[src/rtl/vpu_mem_responder.sv]
// vpu_mem_responder
// Memory-side responder for the VPU operand/result interface. A DEPTH-word
// flop array serves two read ports (A, B) with a fixed RD_LAT-cycle latency,
// one write port (C) and a host preload port. After reset the array is swept
// to zero before any request is accepted.
module vpu_mem_responder #(
    parameter int DATA_W = 32,
    parameter int ADDR_W = 16,
    parameter int DEPTH  = 32,
    parameter int RD_LAT = 2
) (
    input  logic              clk,
    input  logic              rst_n,
    input  logic              req_a,
    input  logic [ADDR_W-1:0] addr_a,
    input  logic              req_b,
    input  logic [ADDR_W-1:0] addr_b,
    input  logic              req_c,
    input  logic [ADDR_W-1:0] addr_c,
    input  logic [DATA_W-1:0] data_c,
    input  logic              host_we,
    input  logic [ADDR_W-1:0] host_addr,
    input  logic [DATA_W-1:0] host_wdata,
    output logic [DATA_W-1:0] data_a,
    output logic [DATA_W-1:0] data_b,
    output logic              mem_rdy,
    output logic              mem_read_en,
    output logic              mem_write_en,
    output logic              err_oob
);

    localparam int IDX_W = (DEPTH > 1) ? $clog2(DEPTH) : 1;

    localparam logic [0:0] ST_INIT  = 1'b0;
    localparam logic [0:0] ST_READY = 1'b1;

    localparam logic [ADDR_W:0]  DEPTH_EXT = (ADDR_W + 1)'(DEPTH);
    localparam logic [IDX_W-1:0] LAST_IDX  = IDX_W'(DEPTH - 1);

    // Full-width range check; extra MSB keeps DEPTH == 2**ADDR_W representable.
    function automatic logic f_oob(input logic [ADDR_W-1:0] addr);
        return ({1'b0, addr} >= DEPTH_EXT);
    endfunction

    logic [0:0]        r_state;
    logic [IDX_W-1:0]  r_clr_cnt;
    logic [DATA_W-1:0] r_mem [DEPTH];
    logic [RD_LAT-1:0] r_vld_a;
    logic [RD_LAT-1:0] r_vld_b;
    logic [DATA_W-1:0] r_pd_a [RD_LAT];
    logic [DATA_W-1:0] r_pd_b [RD_LAT];
    logic              r_wen;
    logic              r_err_oob;

    logic              w_ready;
    logic              w_oob_a, w_oob_b, w_oob_c, w_oob_h;
    logic [IDX_W-1:0]  w_idx_a, w_idx_b, w_idx_c, w_idx_h;
    logic              w_acc_a, w_acc_b;
    logic              w_wr_c, w_wr_h;
    logic              w_any_oob;
    logic [DATA_W-1:0] w_rd_a, w_rd_b;

    assign w_ready = (r_state == ST_READY);

    assign w_oob_a = f_oob(addr_a);
    assign w_oob_b = f_oob(addr_b);
    assign w_oob_c = f_oob(addr_c);
    assign w_oob_h = f_oob(host_addr);

    assign w_idx_a = addr_a[IDX_W-1:0];
    assign w_idx_b = addr_b[IDX_W-1:0];
    assign w_idx_c = addr_c[IDX_W-1:0];
    assign w_idx_h = host_addr[IDX_W-1:0];

    // Requests only count once the clear sweep is finished.
    assign w_acc_a = w_ready && req_a;
    assign w_acc_b = w_ready && req_b;
    assign w_wr_c  = w_ready && req_c && !w_oob_c;
    // Port C has priority when both writers target the same word.
    assign w_wr_h  = w_ready && host_we && !w_oob_h && !(w_wr_c && (w_idx_h == w_idx_c));

    assign w_any_oob = (req_a && w_oob_a) || (req_b && w_oob_b) ||
                       (req_c && w_oob_c) || (host_we && w_oob_h);

    // Out-of-range reads still travel the pipe but carry zero.
    assign w_rd_a = w_oob_a ? {DATA_W{1'b0}} : r_mem[w_idx_a];
    assign w_rd_b = w_oob_b ? {DATA_W{1'b0}} : r_mem[w_idx_b];

    // Control FSM: a DEPTH-cycle clear sweep, then serve requests until reset.
    always_ff @(posedge clk or negedge rst_n) begin
        if (!rst_n) begin
            r_state   <= ST_INIT;
            r_clr_cnt <= {IDX_W{1'b0}};
        end else begin
            case (r_state)
                ST_INIT: begin
                    r_clr_cnt <= r_clr_cnt + IDX_W'(1);
                    if (r_clr_cnt == LAST_IDX) begin
                        r_state <= ST_READY;
                    end else begin
                        r_state <= ST_INIT;
                    end
                end
                ST_READY: begin
                    r_state   <= ST_READY;
                    r_clr_cnt <= r_clr_cnt;
                end
                default: begin
                    r_state   <= ST_INIT;
                    r_clr_cnt <= {IDX_W{1'b0}};
                end
            endcase
        end
    end

    // Storage array: zeroed word by word during INIT, written by host and port C afterwards.
    always_ff @(posedge clk) begin
        if (r_state == ST_INIT) begin
            r_mem[r_clr_cnt] <= {DATA_W{1'b0}};
        end else begin
            if (w_wr_h) begin
                r_mem[w_idx_h] <= host_wdata;
            end
            if (w_wr_c) begin
                r_mem[w_idx_c] <= data_c;
            end
        end
    end

    // Read valid shift registers, one stage per cycle of latency.
    always_ff @(posedge clk or negedge rst_n) begin
        if (!rst_n) begin
            r_vld_a <= {RD_LAT{1'b0}};
            r_vld_b <= {RD_LAT{1'b0}};
        end else begin
            r_vld_a <= (r_vld_a << 1) | RD_LAT'(w_acc_a);
            r_vld_b <= (r_vld_b << 1) | RD_LAT'(w_acc_b);
        end
    end

    generate
        if (RD_LAT == 1) begin : g_lat1
            // Single-stage read data: the stage is the held output register.
            always_ff @(posedge clk or negedge rst_n) begin
                if (!rst_n) begin
                    r_pd_a[0] <= {DATA_W{1'b0}};
                    r_pd_b[0] <= {DATA_W{1'b0}};
                end else begin
                    r_pd_a[0] <= w_acc_a ? w_rd_a : r_pd_a[0];
                    r_pd_b[0] <= w_acc_b ? w_rd_b : r_pd_b[0];
                end
            end
        end else begin : g_latn
            // Multi-stage read data pipe; the last stage only loads on a completion so it holds.
            always_ff @(posedge clk or negedge rst_n) begin
                if (!rst_n) begin
                    for (int i = 0; i < RD_LAT; i++) begin
                        r_pd_a[i] <= {DATA_W{1'b0}};
                        r_pd_b[i] <= {DATA_W{1'b0}};
                    end
                end else begin
                    r_pd_a[0] <= w_acc_a ? w_rd_a : r_pd_a[0];
                    r_pd_b[0] <= w_acc_b ? w_rd_b : r_pd_b[0];
                    for (int i = 1; i < RD_LAT - 1; i++) begin
                        r_pd_a[i] <= r_pd_a[i-1];
                        r_pd_b[i] <= r_pd_b[i-1];
                    end
                    r_pd_a[RD_LAT-1] <= r_vld_a[RD_LAT-2] ? r_pd_a[RD_LAT-2] : r_pd_a[RD_LAT-1];
                    r_pd_b[RD_LAT-1] <= r_vld_b[RD_LAT-2] ? r_pd_b[RD_LAT-2] : r_pd_b[RD_LAT-1];
                end
            end
        end
    endgenerate

    // Write acknowledge pulse and sticky out-of-range flag.
    always_ff @(posedge clk or negedge rst_n) begin
        if (!rst_n) begin
            r_wen     <= 1'b0;
            r_err_oob <= 1'b0;
        end else begin
            r_wen     <= w_wr_c;
            r_err_oob <= r_err_oob || (w_ready && w_any_oob);
        end
    end

    assign data_a       = r_pd_a[RD_LAT-1];
    assign data_b       = r_pd_b[RD_LAT-1];
    assign mem_read_en  = r_vld_a[RD_LAT-1] || r_vld_b[RD_LAT-1];
    assign mem_write_en = r_wen;
    assign err_oob      = r_err_oob;
    assign mem_rdy      = w_ready && (r_vld_a == {RD_LAT{1'b0}}) &&
                          (r_vld_b == {RD_LAT{1'b0}}) && !r_wen;

endmodule

[config.mk]
export PLATFORM = sky130hd
export DESIGN_NAME = vpu_mem_responder
export DESIGN_NICKNAME = d
export VERILOG_FILES = /design/src/rtl/vpu_mem_responder.sv
export SDC_FILE = /design/constraint.sdc
export NUM_CORES = 2
export LEC_CHECK = 0
export BUFFER_PORTS_ARGS = -buffer_cell sky130_fd_sc_hd__buf_4
export CORE_MARGIN = 2
export CORE_UTILIZATION = 55
export CTS_CLUSTER_DIAMETER = 100
export CTS_CLUSTER_SIZE = 25
export DETAILED_ROUTE_END_ITERATION = 6
export GPL_TIMING_DRIVEN = 0
export PLACE_DENSITY = 0.71
export SLEW_MARGIN = 20
export SYNTH_ARGS = -nofsm -noshare
export SYNTH_HDL_FRONTEND = slang
export SYNTH_SLANG_ARGS = --single-unit
[constraint.sdc]
create_clock -name clk -period 11.6 [get_ports clk]
set_input_delay 1.74 -clock clk [delete_from_list [all_inputs] [get_ports clk]]
set_output_delay 1.74 -clock clk [all_outputs]
set_load 0.005 [all_outputs]
==> impl_metrics.py <==
metrics = {
    "status": {
        "status": "finished with violations",
        "violations": "design-rule violations",
    },
    "critical_path": {
        "endpoint_kind": "flop",
        "start_kind": "input pin",
        "worst_ep_required_time_ps": 12080,
        "cp_max_fo": 17,
        "arrival_ps": 6400,
        "worstSetupPathType": "in2reg",
    },
    "clock_network": {
        "hold_buffers": 0,
        "path_clk_slew_ps": 100,
        "cts-htree-levels": 2,
        "clk_latency_ps": 740,
        "cts.sinks": 1164,
        "cts_root_buf": "clkbuf_16",
        "cts_resized": 0,
        "cts_max_path_buffers": 3,
        "cts_setup_buffers": 0,
        "cts_tree": "done",
        "cts_buffers": 53,
    },
    "pwr": {
        "leakage_uw": 0.0276,
        "swShare": 0.248,
        "pwr-share-clk": 0.314,
        "power_density_nw_per_um2": 103,
        "switching_power_uw": 1840,
        "ir_worst_vdd_uv": 127,
        "internal_power_uw": 5550,
        "pwr-share-comb": 0.078,
        "sequentialPowerShare": 0.608,
    },
    "synth": {
        "synthTopCellsByArea": "edfxtp_1, mux4_2, mux2_2",
        "synth_top_area_frac": 0.473,
        "synth_seq_cells": 1164,
        "syn-num-nets": 4622,
        "synth_async_sr_flop_share": 0.120,
        "synth_seq_area_share": 0.527,
        "synth.most_common_cell": "edfxtp_1",
        "yosysUniqueCellTypes": 56,
        "syn_area_um2": 65000,
        "avgSynthCellArea_um2": 14.5,
        "synth_enable_flop_cells": 1024,
        "yosys-top-cells-count": "edfxtp_1, mux2_2, mux4_2",
        "synth_top_cell_by_area": "edfxtp_1",
        "syn_inst": 4486,
        "synth_flop_cell": "edfxtp_1",
        "synth-warning-count": 0,
    },
    "flow_run": {
        "maxCapViolations": 0,
    },
    "worst_hold_path": {
        "hold_path.class": "reg2reg",
    },
    "place": {
        "dpl.hpwl_um": 190000,
        "place_ws_ps": 5170,
        "dp.cells": 6275,
        "gp_congestion": 1.01,
        "port_buffers": 191,
    },
    "finish": {
        "num-nets-final": 4930,
        "syn2layout_area_growth_pct": 10.1,
        "drive_above_1_share": 0.369,
        "num-fill-cells": 8968,
        "fin_cells": 6385,
    },
    "detailed_routing": {
        "routed_wl_um": 247000,
        "final_antenna_net_count": 0,
        "via_per_inst": 7.40,
        "firstDrtPassIters": 7,
        "drt_iter0_markers": 8974,
        "vias": 47200,
        "drc_errors": 7,
        "wl_per_cell_um": 38.6,
    },
    "timing": {
        "fmax_mhz": 169,
        "fin_crit_ps": 5920,
        "slew_headroom": 0.141,
        "finalSetupTns_ps": 0,
        "worst_pin_slew_ps": 1290,
        "hold_viol": 0,
        "setup_violations": 0,
        "final.period_utilization": 0.511,
        "clock_skew_ps": 34.8,
        "drv_slew": 0,
        "rsz0062_at_grt": "no",
        "layout_setup_ws_ps": 5680,
    },
    "floorplan": {
        "coreArea_um2": 118000,
        "die_x_um": 348,
        "core.rowCount": 126,
        "design.die.area_um2": 121000,
        "io_pins": 202,
        "die_h_um": 348,
        "start_util": 0.552,
    },
    "global_route": {
        "grt_use_met1": 0.523,
        "grt_first_pass_wirelength_um": 338000,
        "grtUsageMet3": 0.201,
        "grt_max_degree": 83,
        "antenna_found_initial": 19,
        "grt_use_total": 0.405,
        "overflow": 0,
        "grt_pass1_vias": 45400,
        "grt.busiest_layer": "met2",
        "use_met2": 0.586,
    },
}
[cells in the final DEF (no fill, tap or decap), types with 14 or more instances in the layout]
| cell | instances |
|---|---|
| a22o_1 | 64 |
| o21bai_4 | 16 |
| mux2_2 | 727 |
| buf_1 | 38 |
| buf_2 | 101 |
| clkbuf_16 | 54 |
| o22ai_1 | 62 |
| nor3_1 | 20 |
| o21ai_4 | 14 |
| buf_4 | 270 |
| nor2_1 | 24 |
| nand3_1 | 74 |
| mux4_2 | 512 |
| and2_1 | 35 |
| mux2i_1 | 69 |
| o21ai_0 | 369 |
| buf_16 | 29 |
| dfrtp_1 | 140 |
| edfxtp_1 | 1024 |
| a22oi_1 | 128 |
| clkbuf_1 | 419 |
| nand2_1 | 416 |
| a211oi_1 | 62 |
| clkbuf_2 | 18 |
[path summary, 6_finish.rpt]
| check | cells past startpoint | startpoint | slack, ps | end |
|---|---|---|---|---|
| setup / recovery | 12 | addr_c[12] | 5680 | r_mem[23][14]$_DFFE_PP_ |
| hold / removal | 0 | r_vld_b[0]$_DFF_PN0_ | 390 | r_vld_b[1]$_DFF_PN0_ |
| max in group asynchronous | 2 | rst_n | 9690 | r_clr_cnt[0]$_DFFE_PN0N_ |
| min in group asynchronous | 1 | rst_n | 970 | r_pd_a[41]$_DFFE_PN0P_ |
| hold reg to reg | 0 | r_vld_b[0]$_DFF_PN0_ | 390 | r_vld_b[1]$_DFF_PN0_ |
| setup reg to reg | 11 | r_state$_DFF_PN0_ | 6510 | r_mem[23][14]$_DFFE_PP_ |
[cell families after synthesis]
| kind of cell | count (synthesis) | synth area share |
|---|---|---|
| compound gates | 743 | 0.0712 |
| xor+xnor | 8 | 0.00108 |
| fa+ha+maj | 2 | 0.000385 |
| buf+inv | 608 | 0.0405 |
| flops | 1164 | 0.527 |
| mux | 1308 | 0.314 |
| simple gates | 653 | 0.0453 |
[cell type report]
| type | instances | area (µm²) | share of cell area |
|---|---|---|---|
| antenna | 11 | 27.5 | 0.000385 |
| buffer | 602 | 2650 | 0.0370 |
| clock buffer | 91 | 1490 | 0.0209 |
| clock inverter | 8 | 72.6 | 0.00101 |
| inverter | 6 | 22.5 | 0.000315 |
| multi-input combinational | 2714 | 28400 | 0.398 |
| sequential | 1164 | 34300 | 0.479 |
| tap | 1536 | 1920 | 0.0269 |
| timing repair buffer | 253 | 2650 | 0.0371 |
[power groups by stage]
stage | clock [µW] | sequential [µW] | combinational, µW
after global placement | 0 | 4580 | 534
after detailed placement | 0 | 4580 | 541
after floorplan | 0 | 4580 | 268
final | 2320 | 4490 | 577
after CTS | 2290 | 4490 | 542
after global routing | 2420 | 4490 | 578
[worst max-delay path: stages]
cell      delay (ps)
buf_4            120
or4_1            500
buf_2            230
nor4_4           610
a31oi_2          290
buf_6            250
clkbuf_2         380
buf_2            390
buf_2            260
mux2i_1          860
o21bai_4         420
buf_12           290
[metal layers]
metal,vias up,part of all wire
met4,18,0.050
met1,23900,0.34
met2,4320,0.43
li1,18300,-
met3,715,0.19
met5,-,0.00092
[state kept, by name, indices dropped and copies added, names as in the netlist]
| register | count |
|---|---|
| r_vld_a | 2 |
| r_state | 1 |
| r_pd_b | 32 |
| r_pd_a | 32 |
| r_mem | 1024 |
| r_clr_cnt | 5 |
| data_b | 32 |
| err_oob | 1 |
| r_vld_b | 2 |
| data_a | 32 |
| mem_write_en | 1 |
[stage by stage]
step                instance area [µm²]   util  power (µW)  hold slack [ps]
finish                            71500  0.608        7390              385
global route                      71500  0.608        7490              410
detailed placement                69900  0.594        5130              362
global placement                  68300  0.581        5120              360
floorplan                         65000      -        4850              352
CTS                               71500  0.608        7320              386
Power figures use the tool's default switching activity.
